===== src/rtl/pwm_capture.sv =====
// PWM period / high-time capture: measures a clk-asynchronous PWM input in clk cycles
// and reports each completed period with a one-cycle valid, or a timeout when out of range.
module pwm_capture #(
    parameter int WIDTH = 8
) (
    input  logic             clk,
    input  logic             reset,
    input  logic             en,
    input  logic             pwm_in,
    output logic [WIDTH-1:0] period,
    output logic [WIDTH-1:0] high_time,
    output logic             valid,
    output logic             timeout
);

    typedef enum logic [1:0] {
        ARM  = 2'd0,
        HIGH = 2'd1,
        LOW  = 2'd2
    } state_t;

    localparam logic [WIDTH-1:0] CNT_MAX = '1;
    localparam logic [WIDTH-1:0] CNT_ONE = {{(WIDTH-1){1'b0}}, 1'b1};

    // synchronizer chain and edge detect
    logic s1_q, s2_q, s3_q;
    logic rise, fall;

    state_t           state_q, state_d;
    logic [WIDTH-1:0] per_cnt_q, per_cnt_d;
    logic [WIDTH-1:0] hi_cnt_q, hi_cnt_d;
    logic [WIDTH-1:0] hi_lat_q, hi_lat_d;
    logic [WIDTH-1:0] period_q, period_d;
    logic [WIDTH-1:0] high_time_q, high_time_d;
    logic             valid_q, valid_d;
    logic             timeout_q, timeout_d;

    assign rise = s2_q & ~s3_q;
    assign fall = ~s2_q & s3_q;

    always_ff @(posedge clk) begin
        if (reset) begin
            s1_q <= 1'b0;
            s2_q <= 1'b0;
            s3_q <= 1'b0;
        end else begin
            s1_q <= pwm_in;
            s2_q <= s1_q;
            s3_q <= s2_q;
        end
    end

    always_comb begin
        state_d     = state_q;
        per_cnt_d   = per_cnt_q;
        hi_cnt_d    = hi_cnt_q;
        hi_lat_d    = hi_lat_q;
        period_d    = period_q;
        high_time_d = high_time_q;
        valid_d     = 1'b0;
        timeout_d   = 1'b0;

        if (!en) begin
            state_d   = ARM;
            per_cnt_d = '0;
            hi_cnt_d  = '0;
            hi_lat_d  = '0;
        end else begin
            unique case (state_q)
                ARM: begin
                    if (rise) begin
                        per_cnt_d = CNT_ONE;
                        hi_cnt_d  = CNT_ONE;
                        state_d   = HIGH;
                    end else begin
                        per_cnt_d = '0;
                        hi_cnt_d  = '0;
                    end
                end
                HIGH: begin
                    // a rise cannot occur while high, so the range check alone decides timeout
                    if (per_cnt_q == CNT_MAX) begin
                        timeout_d = 1'b1;
                        state_d   = ARM;
                        per_cnt_d = '0;
                        hi_cnt_d  = '0;
                        hi_lat_d  = '0;
                    end else if (fall) begin
                        hi_lat_d  = hi_cnt_q;
                        per_cnt_d = per_cnt_q + CNT_ONE;
                        state_d   = LOW;
                    end else begin
                        per_cnt_d = per_cnt_q + CNT_ONE;
                        hi_cnt_d  = hi_cnt_q + CNT_ONE;
                    end
                end
                LOW: begin
                    if (rise) begin
                        period_d    = per_cnt_q;
                        high_time_d = hi_lat_q;
                        valid_d     = 1'b1;
                        per_cnt_d   = CNT_ONE;
                        hi_cnt_d    = CNT_ONE;
                        state_d     = HIGH;
                    end else if (per_cnt_q == CNT_MAX) begin
                        timeout_d = 1'b1;
                        state_d   = ARM;
                        per_cnt_d = '0;
                        hi_cnt_d  = '0;
                        hi_lat_d  = '0;
                    end else begin
                        per_cnt_d = per_cnt_q + CNT_ONE;
                    end
                end
                default: begin
                    state_d   = ARM;
                    per_cnt_d = '0;
                    hi_cnt_d  = '0;
                    hi_lat_d  = '0;
                end
            endcase
        end
    end

    always_ff @(posedge clk) begin
        if (reset) begin
            state_q     <= ARM;
            per_cnt_q   <= '0;
            hi_cnt_q    <= '0;
            hi_lat_q    <= '0;
            period_q    <= '0;
            high_time_q <= '0;
            valid_q     <= 1'b0;
            timeout_q   <= 1'b0;
        end else begin
            state_q     <= state_d;
            per_cnt_q   <= per_cnt_d;
            hi_cnt_q    <= hi_cnt_d;
            hi_lat_q    <= hi_lat_d;
            period_q    <= period_d;
            high_time_q <= high_time_d;
            valid_q     <= valid_d;
            timeout_q   <= timeout_d;
        end
    end

    assign period    = period_q;
    assign high_time = high_time_q;
    assign valid     = valid_q;
    assign timeout   = timeout_q;

endmodule


===== config.mk =====
export PLATFORM = sky130hd
export DESIGN_NAME = pwm_capture
export DESIGN_NICKNAME = d
export VERILOG_FILES = /design/src/rtl/pwm_capture.sv
export SDC_FILE = /design/constraint.sdc
export NUM_CORES = 1
export LEC_CHECK = 0
export BUFFER_PORTS_ARGS = -buffer_cell sky130_fd_sc_hd__buf_4
export CAP_MARGIN = 20
export CORE_ASPECT_RATIO = 0.9
export CORE_MARGIN = 2
export CORE_UTILIZATION = 40
export CTS_BUF_LIST = sky130_fd_sc_hd__clkbuf_2
export DETAILED_ROUTE_END_ITERATION = 10
export PLACE_DENSITY_LB_ADDON = 0.12
export SKIP_CTS_REPAIR_TIMING = 1
export SYNTH_ARGS = -nofsm -noshare
export SYNTH_HDL_FRONTEND = slang
export SYNTH_SLANG_ARGS = --single-unit

===== constraint.sdc =====
create_clock -name clk -period 3.03 [get_ports clk]
set_clock_uncertainty 0.15 [all_clocks]
set_input_delay 0.606 -clock clk [delete_from_list [all_inputs] [get_ports clk]]
set_output_delay 0.606 -clock clk [all_outputs]
set_load 0.01 [all_outputs]

==> results of run 1 <==
## cell families after synthesis
family                     share of synthesized area [%]
AOI/OAI and AO/OA                                   18.7
xor gates and xnor gates                            2.59
adders and majority gates                           3.70
buffers and inverters                               3.33
DFF                                                 46.3
and+or+nand+nor                                     25.4
## cells in the final DEF (no fill, tap or decap), drive strengths merged, types with 2 or more instances in the layout
cell and count:
or2 2, inv 4, nor3b 2, clkbuf 5, xor2 5, nand2b 2
nor2 9, nor2b 8, buf 22, and3 3, dfxtp 47, a22o 9
clkinv 2, nand3 15, nand4 10, nor3 7, a31oi 3, o211ai 10
ha 6, a21oi 19, nand2 38
## stage by stage
step                      total power [mW]  utilization, %  instances  worst slack (ps)
final                                 1.00            47.1        310               932
after detailed placement             0.668            45.7        302               770
after global placement               0.668            45.7        302               825
after floorplan                      0.658               -        227              1250
after CTS                             1.02            47.1        310               941
after global routing                  1.05            47.1        310               756
## critical path, delay by kind of cell (launching register included)
| kind | cells | cell delay, ps |
|---|---|---|
| AO/OA/AOI/OAI | 2 | 480 |
| AND/OR/NAND/NOR | 2 | 670 |
| flip-flops | 1 | 490 |
| adder cells (fa/ha/maj) | 1 | 270 |
## cell type report
cell class                 instances  area [um2]
sequential                        47         941
tap                               65        81.3
clock inverter                     3        43.8
fill                             510        2570
multi-input combinational        164        1020
clock buffer                       5        25.0
timing repair buffer              22         165
inverter                           4        15.0
## flip-flops by register name, indices dropped and copies added, names as in the netlist
register,count
hi_lat_q,8
valid,1
per_cnt_q,8
s2_q,1
hi_cnt_q,8
s1_q,1
high_time,8
timeout,1
s3_q,1
period,8
state_q,2
## routing by layer
| metal | GRT usage (%) | wire [um] | vias up |
|---|---|---|---|
| met5 | 0 | 0 | - |
| met4 | 6.70 | 25 | 0 |
| met3 | 3.40 | 162 | 2 |
| met2 | 26.1 | 2140 | 29 |
| met1 | 23.3 | 2090 | 791 |
| li1 | - | - | 858 |
## where the power goes
part,internal [mW],switching [mW],leakage [nW],total (mW)
clock network,0.140,0.208,0.0429,0.347
registers,0.623,0.00234,0.379,0.625
logic,0.0113,0.0206,0.410,0.0319
total,0.774,0.231,0.832,1.00
## worst max path at each step
stage	end	slack (ps)	cells after the start
2_1_floorplan	hi_lat_q[0]	1250	7
3_3_place_gp	hi_lat_q[3]	820	6
3_5_place_dp	hi_lat_q[4]	770	6
4_1_cts	hi_lat_q[4]	940	5
5_1_grt	hi_lat_q[4]	760	5
6_report	state_q[1]	930	5
==> summary.md, run 1 <==
| Metric | Value |
|---|---|
| R2r worst-path depth | `5` |
| Worst setup path startpoint | `per_cnt_q[0]` |
| Via/cell ratio | `5.42` |
| Worst hold-check path type | `input pin to register` |
| Crit path kind | `register to register` |
| Relative area change from synthesis to final layout | `12.9%` |
| Number of flip-flops and latches in the synthesized netlist | `47` |
| Synth warnings | `0` |
| Maximum operating frequency | `about 480 MHz` |
| Number of global-route vias before repair | `1549` |
| CTS H-tree depth | `2` |
| Initial DRC count | `75` |
| Total negative slack for setup checks | `0 ps` |
| Total detailed-routing wirelength | `4.42 mm` |
| Fraction of layout cells with a size suffix above 1 | `16.3%` |
| Antenna diode count | `0` |
| Post-place instance area | `roughly 0.0022 mm2` |
| Total setup violations reported at the end of the flow | `0` |
| Die width | `approximately 79 um` |
| Pwr Density | `approximately 440 mW/mm2` |
| Arrival time worst endpoint | `about 2300 ps` |
| Crit end category | `register` |
| Height of the die | `71.6 um` |
| Post-Syn Nets | `237` |
| Peak ir drop on the vdd network | `295 uV` |
| Critical path launch point type | `register` |
| Final instance area | `about 0.0023 mm2` |
| Area of the core | `0.00486 mm2` |
| Clock-pin slew on the worst setup and hold paths | `250 ps` |
| Root buffer cell | `sky130_fd_sc_hd__clkbuf_2` |
| Die footprint | `around 0.0057 mm2` |
| Hold EP | `s1_q` |
| Remaining global-route overflow | `0` |
| TritonCTS clock tree | `done` |
| Pin slew with the least headroom to its limit | `roughly 700 ps` |
| Initial core utilization | `41.7%` |
| Post-synth ARST share | `0%` |
| Gate count after technology mapping | `around 230` |
| Cell area after synthesis | `0.00203 mm2` |
| Worst stage delay on the critical path | `~500 ps` |
| Min-Delay Path Depth | `2` |
| Static Leakage | `0.832 nW` |
| Wire length of the first global-routing pass | `roughly 7.5 mm` |
| Net count, final | `254` |
| Most instantiated library cell after synthesis | `sky130_fd_sc_hd__dfxtp_1` |
| Shortest period the worst path allows | `2100 ps` |
| Crit path required time | `about 3200 ps` |
| Total via count in the routed design | `1680` |
| Antenna violations before repair | `0` |
| Register-to-register setup slack | `slightly above 900 ps` |
| Top cells by instance count after synthesis | `sky130_fd_sc_hd__dfxtp_1, sky130_fd_sc_hd__nand2_1, sky130_fd_sc_hd__a21oi_1` |
| Number of synthesized flops with an enable pin | `0` |
| Top FF cell, synth | `sky130_fd_sc_hd__dfxtp_1` |
| Startpoint of the most critical hold path | `pwm_in` |
| Residual DRC count | `0` |
| Status | `finished, final reports clean` |
| IO buf count | `21` |
| Unrepaired setup endpoints after global routing | `false` |
| Global placement routability congestion | `0.776` |
| Detailed Place HPWL | `3.08 mm` |
| Area share of the largest cell type after synthesis | `46.3%` |
| Final worst path period share | `between 60% and 70%` |
| Cell type with the largest total area after synthesis | `sky130_fd_sc_hd__dfxtp_1` |
| Syn Area/Cell | `roughly 9 um2` |
| Row count | `24` |
| CTS max path bufs | `2` |
| Max-Cap Viols | `0` |
| Slew Viols, Final | `0` |
| Slew Limit Headroom | `53.4%` |
| Final hold slack | `220 ps` |
| Worst-path cell with the longest stage delay | `sky130_fd_sc_hd__dfxtp_1` |
| Fraction of the yosys area taken by sequential cells | `46.3%` |
| Number of I/O pins | `22` |
| Distinct cell type count of the synthesized netlist | `42` |
| Total global-route track usage | `16.9%` |
| Cells along the critical path | `ha_1 -> nand3_1 -> nor2_2 -> o31ai_1 -> a32o_1` |
| Total number of clock tree sinks | `between 40 and 50` |
| Worst Path Max Fanout | `9` |
| Antenna-violating nets left | `0` |
| Final-report hold violation count | `0` |
| Critical register-to-register path endpoint | `state_q[1]` |
| Number of buffers inserted during clock tree synthesis | `5` |
| Dominant cells by area after synthesis | `sky130_fd_sc_hd__dfxtp_1, sky130_fd_sc_hd__nand2_1, sky130_fd_sc_hd__a21oi_1` |
| Clock Latency Late Sink | `430 ps` |
| FF-to-FF Start | `per_cnt_q[0]` |
| Detailed-routing iteration count for the pre-antenna-repair pass | `4` |
| Routed length per placed instance | `14.3 um` |
| Maximum number of pins on one net before global-route repair | `22` |
Power figures use the tool's default switching activity.
==> inputs of run 2 (changes only) <==
--- a/config.mk
+++ b/config.mk
@@ -5,6 +5,7 @@
 export SDC_FILE = /design/constraint.sdc
 export NUM_CORES = 1
 export LEC_CHECK = 0
+export ABC_AREA = 1
 export BUFFER_PORTS_ARGS = -buffer_cell sky130_fd_sc_hd__buf_4
 export CAP_MARGIN = 20
 export CORE_ASPECT_RATIO = 0.9
==> constraint.sdc (replaced) <==
create_clock -name clk -period 2.07 [get_ports clk]
set_clock_uncertainty 0.15 [all_clocks]
set_input_delay 0.414 -clock clk [delete_from_list [all_inputs] [get_ports clk]]
set_output_delay 0.414 -clock clk [all_outputs]
set_load 0.01 [all_outputs]
==> summary.md, run 2 <==
| Metric | Value |
|---|---|
| Status | `finished, final reports clean` |
| Via/cell ratio | `4.74 (-13%)` |
| Maximum operating frequency | `548 MHz (+15%)` |
| Final Non-Filler Cells | `413 (+33%)` |
| Cell type with the largest total area after synthesis | `sky130_fd_sc_hd__dfxtp_1` |
| Crit path kind | `register to register` |
| Total global-route track usage | `16.0% (-0.82 points)` |
| Pin slew with the least headroom to its limit | `372 ps (-328 ps)` |
| Worst-path cell with the longest stage delay | `sky130_fd_sc_hd__dfxtp_1` |
| Fraction of layout cells with a size suffix above 1 | `14.7% (-1.6 points)` |
| Final hold slack | `124 ps (-95.4 ps)` |
| Slew Viols, Final | `0 (unchanged)` |
| Top cells by instance count after synthesis | `sky130_fd_sc_hd__nand2_1, sky130_fd_sc_hd__nor2_1, sky130_fd_sc_hd__dfxtp_1` |
| Antenna-violating nets left | `0 (unchanged)` |
| Number of I/O pins | `22 (unchanged)` |
| Number of global-route vias before repair | `1818 (+17%)` |
| CTS H-tree depth | `2 (unchanged)` |
| Post-synth ARST share | `0% (unchanged)` |
| Cell area after synthesis | `0.00225 mm2 (+11%)` |
| CP Buf/Inv Count | `1 (+1)` |
| Global placement routability congestion | `0.849 (+9.4%)` |
| Family with the most delay on the worst path | `simple AND/OR/NAND/NOR gates` |
| Relative area change from synthesis to final layout | `12.1%` |
| Cells along the critical path | `ha_1 -> nand2_2 -> nor2_2 -> nand2_4 -> nand3_2 -> nand2_2 -> inv_1 -> nand2_1 -> nand2_1 -> nor2_1` |
| Final-report hold violation count | `0 (unchanged)` |
| Top FF cell, synth | `sky130_fd_sc_hd__dfxtp_1` |
| CTS max path bufs | `2 (unchanged)` |
| Top library cells by usage in the layout, fill and taps aside | `sky130_fd_sc_hd__nand2_1, sky130_fd_sc_hd__nor2_1, sky130_fd_sc_hd__dfxtp_1` |
| Area of the core | `0.00535 mm2 (+10%)` |
| Crit path required time | `2250 ps (-990 ps)` |
| Maximum number of pins on one net before global-route repair | `21 (-4.5%)` |
| Fraction of the yosys area taken by sequential cells | `41.8% (-4.6 points)` |
| Net switching share of the total power | `28.8% (+5.9 points)` |
| Worst stage delay on the critical path | `430 ps (-60 ps)` |
| IO buf count | `21 (unchanged)` |
| Slew Limit Headroom | `75.2% (+22 points)` |
| Area share of the largest cell type after synthesis | `41.8% (-4.6 points)` |
| Cell total after placement | `404 (+34%)` |
| Commonest non-fill, non-tap cell in the layout | `sky130_fd_sc_hd__nand2_1` |
| Worst Path Max Fanout | `10 (+1)` |
| Clock-pin slew on the worst setup and hold paths | `270 ps (+20 ps)` |
| Syn Area/Cell | `7.00 um2 (-22%)` |
| Dominant cells by area after synthesis | `sky130_fd_sc_hd__dfxtp_1, sky130_fd_sc_hd__nand2_1, sky130_fd_sc_hd__nor2_1` |
| Antenna diode count | `0 (unchanged)` |
| Routed length per placed instance | `11.4 um (-20%)` |
| Synth warnings | `0 (unchanged)` |
| Distinct cell type count of the synthesized netlist | `23 (-45%)` |
| TritonCTS clock tree | `done` |
| Pwr Density | `587 mW/mm2 (+34%)` |
| Switching power total | `0.427 mW (+85%)` |
| Shortest period the worst path allows | `1820 ps (-273 ps)` |
| Logic pwr share | `10.6% (+7.4 points)` |
| Initial core utilization | `42.1% (+0.38 points)` |
| Clock Latency Late Sink | `420 ps (about the same)` |
| Die width | `83.1 um (+5.1%)` |
| Relative contribution of the clock network to total power | `26.6% (-8.0 points)` |
| Most instantiated library cell after synthesis | `sky130_fd_sc_hd__nand2_1` |
| Remaining global-route overflow | `0 (unchanged)` |
| Internal | `1.06 mW (+36%)` |
| Gate count after technology mapping | `322 (+42%)` |
| Peak ir drop on the vdd network | `270 uV (-8.3%)` |
| Unrepaired setup endpoints after global routing | `false` |
| Critical path launch point type | `register` |
| Static Leakage | `1.06 nW (+28%)` |
| Detailed Place HPWL | `3.41 mm (+11%)` |
| Row count | `25 (+4.2%)` |
| Total number of clock tree sinks | `47 (unchanged)` |
| Total via count in the routed design | `1957 (+16%)` |
| Total negative slack for setup checks | `0 ps (unchanged)` |
| Detailed-routing iteration count for the pre-antenna-repair pass | `4 (unchanged)` |
| Worst hold-check path type | `input pin to register` |
| Final design utilization | `47.2% (+0.083 points)` |
| Height of the die | `75.2 um (+5.0%)` |
| Total setup violations reported at the end of the flow | `0 (unchanged)` |
| Initial DRC count | `141 (+88%)` |
| Post-Syn Nets | `332 (+40%)` |
| Net count, final | `355 (+40%)` |
| Number of synthesized flops with an enable pin | `0 (unchanged)` |
| Number of buffers inserted during clock tree synthesis | `5 (unchanged)` |
| Crit end category | `register` |
| Root buffer cell | `sky130_fd_sc_hd__clkbuf_2` |
| Total detailed-routing wirelength | `4.72 mm (+6.8%)` |
| Final worst path period share | `88.1% (+19 points)` |
| Arrival time worst endpoint | `2000 ps (-310 ps)` |
| Max-Cap Viols | `0 (unchanged)` |
| Antenna violations before repair | `0 (unchanged)` |
| Residual DRC count | `0 (unchanged)` |
| Die footprint | `0.00625 mm2 (+10%)` |
| Number of flip-flops and latches in the synthesized netlist | `47 (unchanged)` |
| Portion of total power attributed to sequential cells | `62.7% (+0.5 points)` |
| Wire length of the first global-routing pass | `8.11 mm (+7.6%)` |
[run 2: cell types whose count changed in the layout (fill, tap and decap cells not counted), moves of 5 or more]
| cell | before | now |
|---|---|---|
| sky130_fd_sc_hd__buf_4 | 22 | 27 |
| sky130_fd_sc_hd__nor2_1 | 8 | 58 |
| sky130_fd_sc_hd__a21oi_1 | 18 | 23 |
| sky130_fd_sc_hd__nand2_2 | 0 | 8 |
| sky130_fd_sc_hd__o211ai_1 | 10 | 2 |
| sky130_fd_sc_hd__inv_1 | 4 | 39 |
| sky130_fd_sc_hd__nor2b_1 | 7 | 0 |
| sky130_fd_sc_hd__a22o_1 | 9 | 0 |
| sky130_fd_sc_hd__nand4_1 | 9 | 18 |
| sky130_fd_sc_hd__nand2_1 | 38 | 79 |
| sky130_fd_sc_hd__xor2_1 | 5 | 0 |
| sky130_fd_sc_hd__nor3_1 | 7 | 2 |
[run 2: path summary, 6_finish.rpt]
| path | endpoint | depth (start not counted) | start | slack (ps) |
|---|---|---|---|---|
| hold / removal | period[4] | 2 | reset | 120 |
| setup reg to reg | hi_cnt_q[6] | 10 | per_cnt_q[0] | 250 |
| hold reg to reg | s2_q | 2 | s1_q | 280 |
| setup / recovery | hi_cnt_q[6] | 10 | per_cnt_q[0] | 250 |
[run 2: worst register-to-register path, stage by stage, from the launching register on]
cell and delay [ps]:
sky130_fd_sc_hd__dfxtp_1 430, sky130_fd_sc_hd__ha_1 200, sky130_fd_sc_hd__nand2_2 70, sky130_fd_sc_hd__nor2_2 190
sky130_fd_sc_hd__nand2_4 160, sky130_fd_sc_hd__nand3_2 160, sky130_fd_sc_hd__nand2_2 160, sky130_fd_sc_hd__inv_1 110
sky130_fd_sc_hd__nand2_1 50, sky130_fd_sc_hd__nand2_1 50, sky130_fd_sc_hd__nor2_1 30
[run 2: routing by layer]
| metal | global-route usage, % | wire, um | part of all wire (%) |
|---|---|---|---|
| met5 | 0 | 0 | 0 |
| met4 | 4.92 | 43 | 0.91 |
| met3 | 3.07 | 128 | 2.7 |
| met2 | 27.1 | 2140 | 45 |
| met1 | 21.3 | 2410 | 51 |
[run 2: final cells by class]
cell class	count	area, um2
clock buffer	5	25.0
clock inverter	3	20.0
fill	586	2820
inverter	39	146
multi-input combinational	224	1100
sequential	47	941
tap	67	83.8
timing repair buffer	28	213
[run 2: kinds of logic (layout without fill, tap and decap cells)]
family,after synthesis,in the layout,synth area share [%]
DFF,47,47,41.8
buffers and inverters,51,75,9.55
xor gates and xnor gates,2,2,0.777
adders and majority gates,6,6,3.33
and+or+nand+nor,190,190,38.6
AOI/OAI and AO/OA,26,26,6.00
[run 2: stage by stage]
stage               area, um2  total power, mW  setup WS, ps
floorplan                2250             1.07           456
global placement         2470             1.10           334
detailed placement       2470             1.10           290
CTS                      2520             1.50           258
global route             2530             1.55          76.6
finish                   2530             1.48           246
[run 2: power by group through the flow]
stage,clock [mW],combinational [mW],sequential [mW]
floorplan,0,0.129,0.944
global placement,0,0.156,0.947
detailed placement,0,0.158,0.946
CTS,0.412,0.158,0.930
global route,0.437,0.184,0.932
finish,0.395,0.158,0.930
==> inputs of run 3 (changes only) <==
==> constraint.sdc (replaced) <==
create_clock -name clk -period 2 [get_ports clk]
set_clock_uncertainty 0.15 [all_clocks]
set_input_delay 0.4 -clock clk [delete_from_list [all_inputs] [get_ports clk]]
set_output_delay 0.4 -clock clk [all_outputs]
set_load 0.01 [all_outputs]
==> summary.md, run 3 (synthesis gave the netlist of run 2 again) <==
| Metric | Value |
|---|---|
| Status | `finished, final reports clean` |
| Worst Path Max Fanout | `9 (-1)` |
| Detailed-routing iteration count for the pre-antenna-repair pass | `4 (unchanged)` |
| Max-Cap Viols | `0 (unchanged)` |
| Cell total after placement | `404 (unchanged)` |
| R2r worst-path depth | `6 (-4)` |
| Antenna diode count | `0 (unchanged)` |
| CTS max path bufs | `2 (unchanged)` |
| Wire length of the first global-routing pass | `8.03 mm (-1.0%)` |
| Top library cells by usage in the layout, fill and taps aside | `sky130_fd_sc_hd__nand2_1, sky130_fd_sc_hd__nor2_1, sky130_fd_sc_hd__dfxtp_1` |
| Total number of clock tree sinks | `47 (unchanged)` |
| FF-to-FF Start | `state_q[1]` |
| IO buf count | `21 (unchanged)` |
| Peak ir drop on the vdd network | `404 uV (+50%)` |
| Die footprint | `0.00625 mm2 (unchanged)` |
| Maximum operating frequency | `561 MHz (+2.3%)` |
| Final worst path period share | `89.2% (+1.1 points)` |
| Critical register-to-register path endpoint | `per_cnt_q[2]` |
| Fraction of layout cells with a size suffix above 1 | `15.0% (+0.29 points)` |
| Portion of total power attributed to sequential cells | `53.9% (-8.8 points)` |
| Global placement routability congestion | `0.830 (-2.2%)` |
| Min-Delay Path Depth | `2 (unchanged)` |
| Total negative slack for setup checks | `0 ps (unchanged)` |
| Slew Limit Headroom | `72.2% (-3.1 points)` |
| Static Leakage | `1.09 nW (+2.5%)` |
| Final-report hold violation count | `0 (unchanged)` |
| Final instance area | `0.00257 mm2 (+1.8%)` |
| Residual DRC count | `0 (unchanged)` |
| Root buffer cell | `sky130_fd_sc_hd__clkbuf_2` |
| Final Non-Filler Cells | `413 (unchanged)` |
| Fill cells | `547 (-6.7%)` |
| Multi-input gate area | `0.00110 mm2 (unchanged)` |
| Die width | `83.1 um (unchanged)` |
| Crit path required time | `2200 ps (-50 ps)` |
| Crit end category | `register` |
| Total global-route track usage | `15.7% (-0.40 points)` |
| Pwr Density | `694 mW/mm2 (+18%)` |
| Total setup violations reported at the end of the flow | `0 (unchanged)` |
| Critical path launch point type | `register` |
| Height of the die | `75.2 um (unchanged)` |
| Relative area change from synthesis to final layout | `14.1%` |
| Remaining global-route overflow | `0 (unchanged)` |
| Internal | `1.35 mW (+28%)` |
| Shortest period the worst path allows | `1780 ps (-40.6 ps)` |
| Routed length per placed instance | `11.4 um (-0.34%)` |
| Maximum number of pins on one net before global-route repair | `21 (unchanged)` |
| Detailed Place HPWL | `3.40 mm (-0.26%)` |
| Clock-pin slew on the worst setup and hold paths | `250 ps (-20 ps)` |
| Hold EP | `period[4]` |
| Arrival time worst endpoint | `1990 ps (about the same)` |
| Post-place instance area | `0.00247 mm2 (unchanged)` |
| Total detailed-routing wirelength | `4.70 mm (-0.34%)` |
| Antenna-violating nets left | `0 (unchanged)` |
| Pre-CTS setup slack | `258 ps (-31.7 ps)` |
| Initial core utilization | `42.1% (unchanged)` |
| TritonCTS clock tree | `done` |
| Logic pwr share | `9.3% (-1.3 points)` |
| Clock Latency Late Sink | `410 ps (about the same)` |
| Worst hold-check path type | `input pin to register` |
| Worst Slack Setup Final | `216 ps (-29.4 ps)` |
| Startpoint of the most critical hold path | `reset` |
| Unrepaired setup endpoints after global routing | `false` |
| Relative contribution of the clock network to total power | `36.9% (+10 points)` |
| Commonest non-fill, non-tap cell in the layout | `sky130_fd_sc_hd__nand2_1` |
| Storage cell area | `941 um2 (unchanged)` |
| Net switching share of the total power | `24.4% (-4.4 points)` |
| Initial DRC count | `64 (-55%)` |
| Net count, final | `355 (unchanged)` |
| Antenna violations before repair | `0 (unchanged)` |
| CTS H-tree depth | `2 (unchanged)` |
| Total via count in the routed design | `1982 (+1.3%)` |
| Slew Viols, Final | `0 (unchanged)` |
| Switching power total | `0.436 mW (+2.0%)` |
| Crit path kind | `register to register` |
| Register-to-register setup slack | `220 ps (-30 ps)` |
| Number of global-route vias before repair | `1850 (+1.8%)` |
| Area of the core | `0.00535 mm2 (unchanged)` |
| Number of buffers inserted during clock tree synthesis | `5 (unchanged)` |
| Via/cell ratio | `4.80 (+1.3%)` |
| Number of I/O pins | `22 (unchanged)` |
| Pin slew with the least headroom to its limit | `416 ps (+44.2 ps)` |
| Row count | `25 (unchanged)` |
==> run 3: worst max path at each step <==
stage            startpoint  cells after the start           end  slack (ps)
2_1_floorplan  per_cnt_q[0]                      9   hi_lat_q[1]         390
4_1_cts        per_cnt_q[1]                     10   hi_cnt_q[6]         220
3_5_place_dp   per_cnt_q[1]                     10   hi_cnt_q[6]         260
3_3_place_gp   per_cnt_q[1]                      8   hi_cnt_q[5]         300
6_report         state_q[1]                      6  per_cnt_q[2]         220
5_1_grt        per_cnt_q[1]                     10   hi_cnt_q[6]          20
==> run 3: per-stage QoR <==
stage | utilization, % | hold WS [ps] | power, mW
detailed placement | 46.2 | 257 | 1.14
global route | 48.1 | 102 | 1.85
finish | 48.1 | 122 | 1.79
floorplan | - | 238 | 1.11
global placement | 46.2 | 254 | 1.14
CTS | 47.9 | -25.0 | 1.81
==> run 3: final cells by class <==
| type | count | area share (%) |
|---|---|---|
| clock buffers | 6 | 1.17 |
| clock inverters | 2 | 2.34 |
| inverters | 39 | 5.69 |
| multi-input cells | 224 | 42.7 |
| flip-flops and latches | 47 | 36.6 |
| well taps | 67 | 3.26 |
| repair buffers | 28 | 8.27 |
==> run 3: per-layer routing <==
layer / GRT usage [%] / routed length (um) / vias up
met5: 0 / 0 / -
met4: 4.37 / 19 / 0
met3: 3.18 / 111 / 2
met2: 29.4 / 2300 / 19
met1: 18.5 / 2270 / 901
li1: - / - / 1060
==> run 3: power groups by stage <==
| stage | Combinational [mW] | Sequential [mW] | Clock, mW |
|---|---|---|---|
| 2_1_floorplan | 0.133 | 0.977 | 0 |
| 3_3_place_gp | 0.164 | 0.979 | 0 |
| 5_1_grt | 0.188 | 0.964 | 0.697 |
| 3_5_place_dp | 0.164 | 0.979 | 0 |
| 4_1_cts | 0.165 | 0.962 | 0.680 |
| 6_report | 0.165 | 0.962 | 0.658 |
==> run 3: worst max-delay path, stage by stage (launching register included) <==
cell	delay (ps)
sky130_fd_sc_hd__dfxtp_1	390
sky130_fd_sc_hd__inv_1	110
sky130_fd_sc_hd__ha_1	400
sky130_fd_sc_hd__nand2_2	190
sky130_fd_sc_hd__nand2_1	110
sky130_fd_sc_hd__nand3_1	170
sky130_fd_sc_hd__nor3b_1	220
